### config.mk
export PLATFORM = sky130hd
export DESIGN_NAME = lpc_frame_ctrl
export DESIGN_NICKNAME = d
export VERILOG_FILES = /design/src/rtl/lpc_pkg.sv /design/src/rtl/lpc_frame_stats.sv /design/src/rtl/lpc_frame_ctrl.sv
export SDC_FILE = /design/constraint.sdc
export NUM_CORES = 1
export LEC_CHECK = 0
export BUFFER_PORTS_ARGS = -buffer_cell sky130_fd_sc_hd__buf_2
export CORE_ASPECT_RATIO = 1.2
export CORE_MARGIN = 2
export CORE_UTILIZATION = 25
export DETAILED_ROUTE_END_ITERATION = 6
export HOLD_SLACK_MARGIN = 0.08
export PLACE_DENSITY = 0.45
export SYNTH_ARGS = -nofsm -noshare
export SYNTH_HDL_FRONTEND = slang
export SYNTH_SLANG_ARGS = --single-unit
### constraint.sdc
create_clock -name clk -period 4.6 [get_ports clk]
set_input_delay 0.46 -clock clk [delete_from_list [all_inputs] [get_ports clk]]
set_output_delay 0.46 -clock clk [all_outputs]
set_load 0.03 [all_outputs]
### src/rtl/lpc_pkg.sv
// Shared definitions for the LPC frame controller: FSM encoding, default
// dimensions and the saturating magnitude helper.
package lpc_pkg;

    localparam int LPC_W         = 16;
    localparam int LPC_ORDER     = 10;
    localparam int LPC_FRAME_LEN = 240;

    typedef enum logic [1:0] {
        ST_IDLE  = 2'd0,
        ST_SOLVE = 2'd1,
        ST_HOLD  = 2'd2
    } lpc_state_e;

    // |x| for a w-bit signed value; the most negative code maps to the
    // largest positive code so the result still fits in w bits.
    function automatic logic [31:0] abs_sat(input logic signed [31:0] x,
                                            input int unsigned w);
        logic [31:0] lim;
        lim = (32'd1 << (w - 1)) - 32'd1;
        if (x < -$signed(lim))
            abs_sat = lim;
        else if (x < 0)
            abs_sat = $unsigned(-x);
        else
            abs_sat = $unsigned(x);
    endfunction

endpackage

### src/rtl/lpc_frame_stats.sv
// Per-frame sample statistics: framing counter, peak magnitude, hysteretic
// rising-crossing count and the snapshot handed to the controller FSM.
module lpc_frame_stats
    import lpc_pkg::*;
#(
    parameter int W           = LPC_W,
    parameter int FRAME_LEN   = LPC_FRAME_LEN,
    parameter int PEAK_THRESH = 3000
) (
    input  logic                clk,
    input  logic                rst,
    input  logic signed [W-1:0] s_data,
    input  logic                s_valid,
    input  logic                snap_en_i,
    output logic                boundary_o,
    output logic [W-1:0]        snap_peak_o,
    output logic [15:0]         snap_cross_o,
    output logic                snap_voiced_o
);

    localparam int CW = (FRAME_LEN > 1) ? $clog2(FRAME_LEN) : 1;

    logic [CW-1:0]     cnt_q, cnt_d;
    logic [W-1:0]      peak_q, peak_d, thr_q, mag;
    logic [15:0]       cross_q, cross_d;
    logic              armed_q, armed_d;
    logic signed [W:0] samp_x, thr_x;

    assign mag        = W'(abs_sat(32'(s_data), W));
    assign boundary_o = s_valid && (cnt_q == CW'(FRAME_LEN - 1));
    assign samp_x     = {s_data[W-1], s_data};
    assign thr_x      = {1'b0, thr_q};

    // The arm flag is detector state, not a frame statistic: it survives
    // frame boundaries so a crossing straddling two frames is still seen.
    always_comb begin
        peak_d  = (mag > peak_q) ? mag : peak_q;
        cross_d = cross_q;
        armed_d = armed_q;
        if (samp_x < -thr_x) begin
            armed_d = 1'b1;
        end else if (armed_q && (samp_x > thr_x)) begin
            armed_d = 1'b0;
            cross_d = cross_q + 16'd1;
        end
        cnt_d = boundary_o ? '0 : cnt_q + 1'b1;
    end

    always_ff @(posedge clk) begin
        if (rst) begin
            cnt_q         <= '0;
            peak_q        <= '0;
            thr_q         <= '0;
            cross_q       <= '0;
            armed_q       <= 1'b0;
            snap_peak_o   <= '0;
            snap_cross_o  <= '0;
            snap_voiced_o <= 1'b0;
        end else if (s_valid) begin
            cnt_q   <= cnt_d;
            armed_q <= armed_d;
            if (boundary_o) begin
                peak_q  <= '0;
                cross_q <= '0;
                thr_q   <= peak_d >> 2;
                if (snap_en_i) begin
                    snap_peak_o   <= peak_d;
                    snap_cross_o  <= cross_d;
                    snap_voiced_o <= (peak_d >= W'(PEAK_THRESH));
                end
            end else begin
                peak_q  <= peak_d;
                cross_q <= cross_d;
            end
        end
    end

endmodule

### src/rtl/lpc_frame_ctrl.sv
// LPC frame controller: sequences the external solver per frame and holds
// coefficients plus side info on a valid/ready output; counts dropped frames.
module lpc_frame_ctrl
    import lpc_pkg::*;
#(
    parameter int W           = LPC_W,
    parameter int ORDER       = LPC_ORDER,
    parameter int FRAME_LEN   = LPC_FRAME_LEN,
    parameter int PEAK_THRESH = 3000,
    parameter int CNT_W       = 8
) (
    input  logic                     clk,
    input  logic                     rst,
    input  logic signed [W-1:0]      s_data,
    input  logic                     s_valid,
    output logic                     solve_start,
    input  logic                     solve_done,
    input  logic [(ORDER+1)*W-1:0]   coef_in,
    output logic [(ORDER+1)*W-1:0]   m_coef,
    output logic                     m_voiced,
    output logic [15:0]              m_pitch_cnt,
    output logic [W-1:0]             m_peak,
    output logic                     m_valid,
    input  logic                     m_ready,
    output logic [CNT_W-1:0]         overrun_cnt
);

    lpc_state_e               state_q;
    logic                     solve_start_q;
    logic [(ORDER+1)*W-1:0]   m_coef_q;
    logic                     m_voiced_q;
    logic [15:0]              m_pitch_q;
    logic [W-1:0]             m_peak_q;
    logic                     m_valid_q;
    logic [CNT_W-1:0]         overrun_q;

    logic                     boundary, accept, handshake;
    logic [W-1:0]             snap_peak;
    logic [15:0]              snap_cross;
    logic                     snap_voiced;

    assign handshake = m_valid_q && m_ready;
    // A frame is taken only when nothing is in flight, or the held result
    // leaves in this very cycle; otherwise the snapshot stays untouched.
    assign accept = boundary &&
                    ((state_q == ST_IDLE) || ((state_q == ST_HOLD) && handshake));

    lpc_frame_stats #(
        .W           (W),
        .FRAME_LEN   (FRAME_LEN),
        .PEAK_THRESH (PEAK_THRESH)
    ) u_stats (
        .clk           (clk),
        .rst           (rst),
        .s_data        (s_data),
        .s_valid       (s_valid),
        .snap_en_i     (accept),
        .boundary_o    (boundary),
        .snap_peak_o   (snap_peak),
        .snap_cross_o  (snap_cross),
        .snap_voiced_o (snap_voiced)
    );

    always_ff @(posedge clk) begin
        if (rst) begin
            state_q       <= ST_IDLE;
            solve_start_q <= 1'b0;
            m_coef_q      <= '0;
            m_voiced_q    <= 1'b0;
            m_pitch_q     <= '0;
            m_peak_q      <= '0;
            m_valid_q     <= 1'b0;
            overrun_q     <= '0;
        end else begin
            solve_start_q <= 1'b0;
            if (boundary && !accept && (overrun_q != '1))
                overrun_q <= overrun_q + 1'b1;
            case (state_q)
                ST_IDLE: begin
                    if (accept) begin
                        state_q       <= ST_SOLVE;
                        solve_start_q <= 1'b1;
                    end
                end
                ST_SOLVE: begin
                    if (solve_done) begin
                        state_q    <= ST_HOLD;
                        m_coef_q   <= coef_in;
                        m_peak_q   <= snap_peak;
                        m_pitch_q  <= snap_cross;
                        m_voiced_q <= snap_voiced;
                        m_valid_q  <= 1'b1;
                    end
                end
                ST_HOLD: begin
                    if (handshake) begin
                        m_valid_q <= 1'b0;
                        if (accept) begin
                            state_q       <= ST_SOLVE;
                            solve_start_q <= 1'b1;
                        end else begin
                            state_q <= ST_IDLE;
                        end
                    end
                end
                default: state_q <= ST_IDLE;
            endcase
        end
    end

    assign solve_start = solve_start_q;
    assign m_coef      = m_coef_q;
    assign m_voiced    = m_voiced_q;
    assign m_pitch_cnt = m_pitch_q;
    assign m_peak      = m_peak_q;
    assign m_valid     = m_valid_q;
    assign overrun_cnt = overrun_q;

endmodule

; Yosys cells after proc, flatten, opt, wreduce, memory -nomap -nowiden
; Index checks and enable logic that the tools add are counted.
; W data, S select, Z words.
[word_totals]
input_bits = 197
output_inout_bits = 219
reg_bits = 309
[classes]
n_reduce_logical = 18
n_eq_ne = 7
n_mux = 21
n_lt_le_gt_ge = 6
add_sub_neg = 5
[op_table]
columns = cell, n
row1 = $mux W16, 7
row2 = $lt A16 B17 Y1, 1
row3 = $neg A14 Y17, 1
row4 = $add A16 B1 Y16 const B, 1
row5 = $add A8 B1 Y8 const B, 2
row6 = $ge A16 B12 Y1 const B, 1
row7 = $gt A16 B15 Y1, 1
row8 = $gt A16 B16 Y1, 1
row9 = $lt A16 B1 Y1 const B, 1
row10 = $lt A16 B16 Y1 const B, 1
row11 = $neg A16 Y16, 1
row12 = $reduce_and A3 Y1, 3
row13 = $eq A8 B8 Y1 const B, 1
row14 = $mux W8, 1
row15 = $ne A8 B8 Y1 const B, 1
row16 = $logic_and A1 B1 Y1, 7
row17 = $mux W1, 7
row18 = $mux W2, 3
row19 = $ne A2 B2 Y1 const B, 3
row20 = $pmux W2 S3, 1
row21 = $reduce_and A2 Y1, 3
row22 = $pmux W1 S2, 2
row23 = $reduce_bool A2 Y1, 2
row24 = $eq A2 B1 Y1 const B, 1
row25 = 4 further kinds, 4

; Logic depth before layout (Yosys ltp)
[logic_depth]
depth_word = 7
ltp_mapped = 17

; Hierarchy
; Synthesis repeated with hierarchy kept, for this count alone.
[unflattened]
cells_unflattened = 1676
area_unflattened_um2 = 13459.2
[by_module_without_submodules]
columns = mod, area_per_inst_um2, n_inst, cells_each
row1 = lpc_frame_ctrl, 7748.7, 1, 971
row2 = lpc_frame_stats, 5710.5, 1, 705

; Worst setup path before layout
; No wires, ideal clock.
[synth_timing]
kind = input to register
from = input s_data[0]
to = register u_stats.peak_q[2]
path_buffers = 2
setup_ns = 0.128
slack_ns = 0.664
cell_stages = 16
arrival_ns = 3.808
path_cell_list = inv_1 -> ha_1 -> or3b_2 -> nor4_1 -> o31a_1 -> a2bb2oi_1 -> ha_1 -> or3_1 -> o2111ai_1 -> a21oi_1 -> o31a_1 -> buf_2 -> buf_2 -> mux2_2 -> a22oi_1 -> nor2_1
[synth_via]
elab_chain_len = 6
elab_cells_between_ends = 8
classes_between = add/sub (1) / order compare (3) / mux (4)
[synth_lines]
columns = element, line
row1 = start: declaration, lpc_frame_ctrl.sv:14  ; input logic signed [W-1:0] s_data,
row2 = $neg A16 Y16 or $lt A16 B1 Y1 (tied branches), "lpc_pkg.sv:24, lpc_pkg.sv:23"
row3 = $mux W16, lpc_pkg.sv:23  ; else if (x < 0)
row4 = $mux W16 *, lpc_pkg.sv:21  ; if (x < -$signed(lim))
row5 = $gt A16 B16 Y1, lpc_frame_stats.sv:37  ; peak_d = (mag > peak_q) ? mag : peak_q;
row6 = $mux W16 *, lpc_frame_stats.sv:37
row7 = $mux W16 *, lpc_frame_stats.sv:62  ; if (boundary_o) begin
row8 = end signal: assignment, lpc_frame_stats.sv:72  ; peak_q <= peak_d;
row9 = end: declaration, lpc_frame_stats.sv:24  ; logic [W-1:0] peak_q, peak_d, thr_q, mag;
; Mark *: on every way between the ends. The rest lies on a longest branch, timed or not.
; A chain may end at the register's enable or synchronous reset.

; Worst setup path in the final report
[layout_timing]
from = input s_data[1]
to = register u_stats.peak_q[7]
; The elaborated chain is that of the path after synthesis.

==> metrics.md <==
| Metric | Value |
|---|---|
| GRT overflow | 0 |
| Worst r2r src | u_stats.thr_q[2] |
| Clock Power Share | 0.483 |
| DRT iter0 DRCs | 949 |
| Hold Crit Endpoint | m_coef[34] |
| Crit end category | flop |
| Worst setup path class | input port to flop |
| Vias in the first global route | 12,839 |
| Clk Latency, worst-skew pair | 0.54 ns |
| CP startpoint kind | input port |
| Routability cong. | 0.856 |
| Area leader, netlist | dfxtp_1 |
| Core area | 0.0547 mm² |
| CTS tree | yes |
| Post-DRT Antenna Nets | 0 |
| R2R depth | 14 |
| Final setup fails | 0 |
| Worst slew pin tran | 1.21 ns |
| Final period util | 0.881 |
| Post-synth ARST share | 0 |
| # IOs | 416 |
| Final Max Slew Viols | 0 |
| Die Area | 0.0570 mm² |
| Post-synthesis sequential area ratio | 0.449 |
| Antenna violations before repair | 4 |
| Antenna diode count | 0 |
| Final critical-path required period | 4.05 ns |
| Synthesized area per cell | 7.82 µm² |
| EDFF count, synth | 0 |
| Top cells by area, synth | dfxtp_1 45%, nand2_1 14%, a21oi_1 9.4% |
| Highest metal used | met5 |
| Hold Startpoint | coef_in[34] |
| Worst-case clock buffer depth | 3 |
| Net Switching | 1.45 mW |
| Largest net degree at the start of global routing | 153 |
| Initial Util | 0.252 |
| CTS sink count | 309 |
| Fill count | 5,956 |
| Run status | finished, final reports clean |
| Req. time, crit path | 4.99 ns |
| Post-DR vias/cell | 4.75 |
| Gate power share | 0.072 |
| Metal2 WL | 23,000 µm |
| Cell Int Power | 4.63 mW |
| DR WL/cell | 17.1 µm |
| Worst path arrival time | 4.44 ns |
| Postcts setup bufs | 0 |
| RSZ-0062 raised after global routing | no |
| Share of layout cells above drive strength 1 | 0.247 |
| DRT met1 WL | 21,500 µm |
| PortBufs | 415 |
| First-pass GRT wire length | 74,300 µm |
| Pwr Density | 341 mW/mm² |
| Lkg Pwr | 7.08 nW |
| Die height | 261 µm |
| Die X-Extent | 218 µm |
| Worst hold slack | 0.145 ns |
| WHS Path Cells | 3 |
| Routed wl met3 | 3150 µm |
| DR pass1 iterations | 6 |
| Share of power burned in registers | 0.445 |
| Post-CTS Resized | 0 |
| Final Hold Vio Count | 0 |
| Top_reg_cell synth | dfxtp_1 |
| Peak Freq | 247 MHz |
| Buffer type at the clock tree root | clkbuf_16 |
| Setup TNS | 0 ns |
| DP Wirelength | 34,800 µm |
| Clock Skew | 0.0176 ns |
| Worst rel slew slack | 0.194 |
| Fin area | 0.0178 mm² |
| Final #Nets | 2,372 |
| DRC | 0 |
| Reg-to-Reg End | u_stats.cross_q[12] |
| WL final | 49,100 µm |
| CTS buffer count | 37 |
| Hold crit path type | input port to flop |
| Top cell type's share of synthesized area | 0.449 |
| Synthesis-to-layout area growth | 29.2% |
| Dpl cell area | 0.0166 mm² |
| CTS Hold Buffers Added | 0 |
| Max Cap Violations | 0 |
| Max VDD drop | 203 µV |
| CTS clk-pin slew, worst paths | 0.06 ns |
| Row count | 94 |
| DR vias | 13,627 |
| Gate Count Post-Synth | 1,761 |
| Synth Net Count | 2,010 |
| Net Sw Frac | 0.238 |
| GRT Total Usage | 0.164 |
| Worst R2R Setup Slack | 0.61 ns |
| Synth warn | 0 |
| Yosys reg bits | 309 |
| Cell Area, Synth | 0.0138 mm² |
| Synth cell types | 71 |
| Worst Path Max Fanout | 12 |
| H-tree levels | 2 |
[power by group through the flow]
stage | Combinational, mW | Sequential [mW] | Clock [mW]
after floorplan | 0.251 | 2.76 | 0
after global placement | 0.428 | 2.76 | 0
after detailed placement | 0.432 | 2.76 | 0
after CTS | 0.434 | 2.70 | 3.05
after global routing | 0.482 | 2.71 | 3.14
final | 0.435 | 2.71 | 2.93
[layer usage]
metal	track usage	up-vias
met5	0	-
met1	0.207	6308
li1	-	6782
met3	0.0357	85
met4	0.0554	2
met2	0.275	450
[cell usage in the layout (no fill, tap or decap), types with 17 or more instances in the layout]
master	instances
nand2_1	527
a31oi_1	17
buf_2	414
nor3_1	19
a21oi_1	258
dfxtp_1	309
ha_1	52
nor2_1	85
clkbuf_16	37
buf_4	31
nand4_1	30
nand3_1	19
inv_1	40
[Yosys cell counts, types with 6 or more instances]
master / number
o41ai_1: 9
xnor2_1: 14
nor2b_1: 7
or3_1: 7
o31ai_1: 9
clkbuf_1: 113
and2_1: 8
buf_2: 8
nand4_1: 30
nor2_1: 85
nor4_1: 14
nand3_1: 19
mux2_2: 14
inv_1: 40
a311oi_1: 15
xor2_1: 14
a31oi_1: 17
nand4b_1: 11
a21o_1: 12
a21oi_1: 258
and3_1: 9
a22oi_1: 15
dfxtp_1: 309
a211oi_1: 12
ha_1: 52
nor3_1: 21
o311ai_0: 6
o21ai_0: 12
nand2_1: 527
a41o_1: 7
[cell type report]
cell class | instances | area (µm²) | share of cell area
sequential | 309 | 6190 | 0.348
clock buffer | 53 | 1050 | 0.0588
clock inverter | 10 | 155 | 0.00872
tap | 720 | 901 | 0.0506
inverter | 41 | 154 | 0.00865
timing repair buffer | 449 | 2380 | 0.134
multi-input combinational | 1285 | 6970 | 0.392
[kinds of logic (layout without fill, tap and decap cells)]
kind of cell | Yosys count | in the layout | share of synthesized area
xor gates and xnor gates | 28 | 28 | 0.0178
and+or+nand+nor | 773 | 773 | 0.243
DFF | 309 | 309 | 0.449
muxes | 18 | 18 | 0.0144
adders and majority gates | 52 | 52 | 0.0472
AOI/OAI and AO/OA | 414 | 414 | 0.182
buffers and inverters | 167 | 553 | 0.0462
[per-stage QoR]
| step | cells | setup WS, ns | utilization | power (mW) |
|---|---|---|---|---|
| final | 2867 | 0.548 | 0.325 | 6.07 |
| after global routing | 2867 | 0.263 | 0.325 | 6.33 |
| after CTS | 2867 | 0.578 | 0.325 | 6.19 |
| after detailed placement | 2804 | 0.107 | 0.303 | 3.20 |
| after global placement | 2804 | 0.198 | 0.303 | 3.19 |
| after floorplan | 1761 | 0.664 | - | 3.01 |
[registers in the layout, indices dropped and copies added (netlist names)]
register,flops
u_stats.peak_q,16
m_pitch_cnt,16
m_voiced,1
u_stats.snap_voiced_o,1
state_q,2
u_stats.cnt_q,8
u_stats.snap_cross_o,16
u_stats.cross_q,16
m_coef,176
u_stats.snap_peak_o,16
m_peak,16
solve_start,1
overrun_cnt,8
u_stats.armed_q,1
m_valid,1
u_stats.thr_q,14
[critical path: stages]
cell and delay [ns]:
buf_2 0.14, inv_1 0.11, ha_1 0.17, or3b_2 0.46
nor4_1 0.18, buf_4 0.19, o31a_1 0.12, a2bb2oi_1 0.28
ha_1 0.20, nand4_1 0.13, nor4_1 0.40, a21boi_0 0.30
o31a_1 0.42, buf_4 0.27, mux2_2 0.38, a22oi_1 0.17
nor2_1 0.06
[worst max path at each step]
| stage | slack (ns) | cells past startpoint | to | from |
|---|---|---|---|---|
| floorplan | 0.66 | 16 | u_stats.peak_q[2] | s_data[0] |
| global placement | 0.20 | 14 | u_stats.peak_q[6] | s_data[3] |
| CTS | 0.58 | 14 | u_stats.snap_cross_o[5] | u_stats.thr_q[2] |
| finish | 0.55 | 17 | u_stats.peak_q[7] | s_data[1] |
| global route | 0.26 | 14 | u_stats.snap_cross_o[5] | u_stats.thr_q[2] |
| detailed placement | 0.11 | 14 | u_stats.peak_q[7] | s_data[3] |
(Power assumes the default switching activity.)
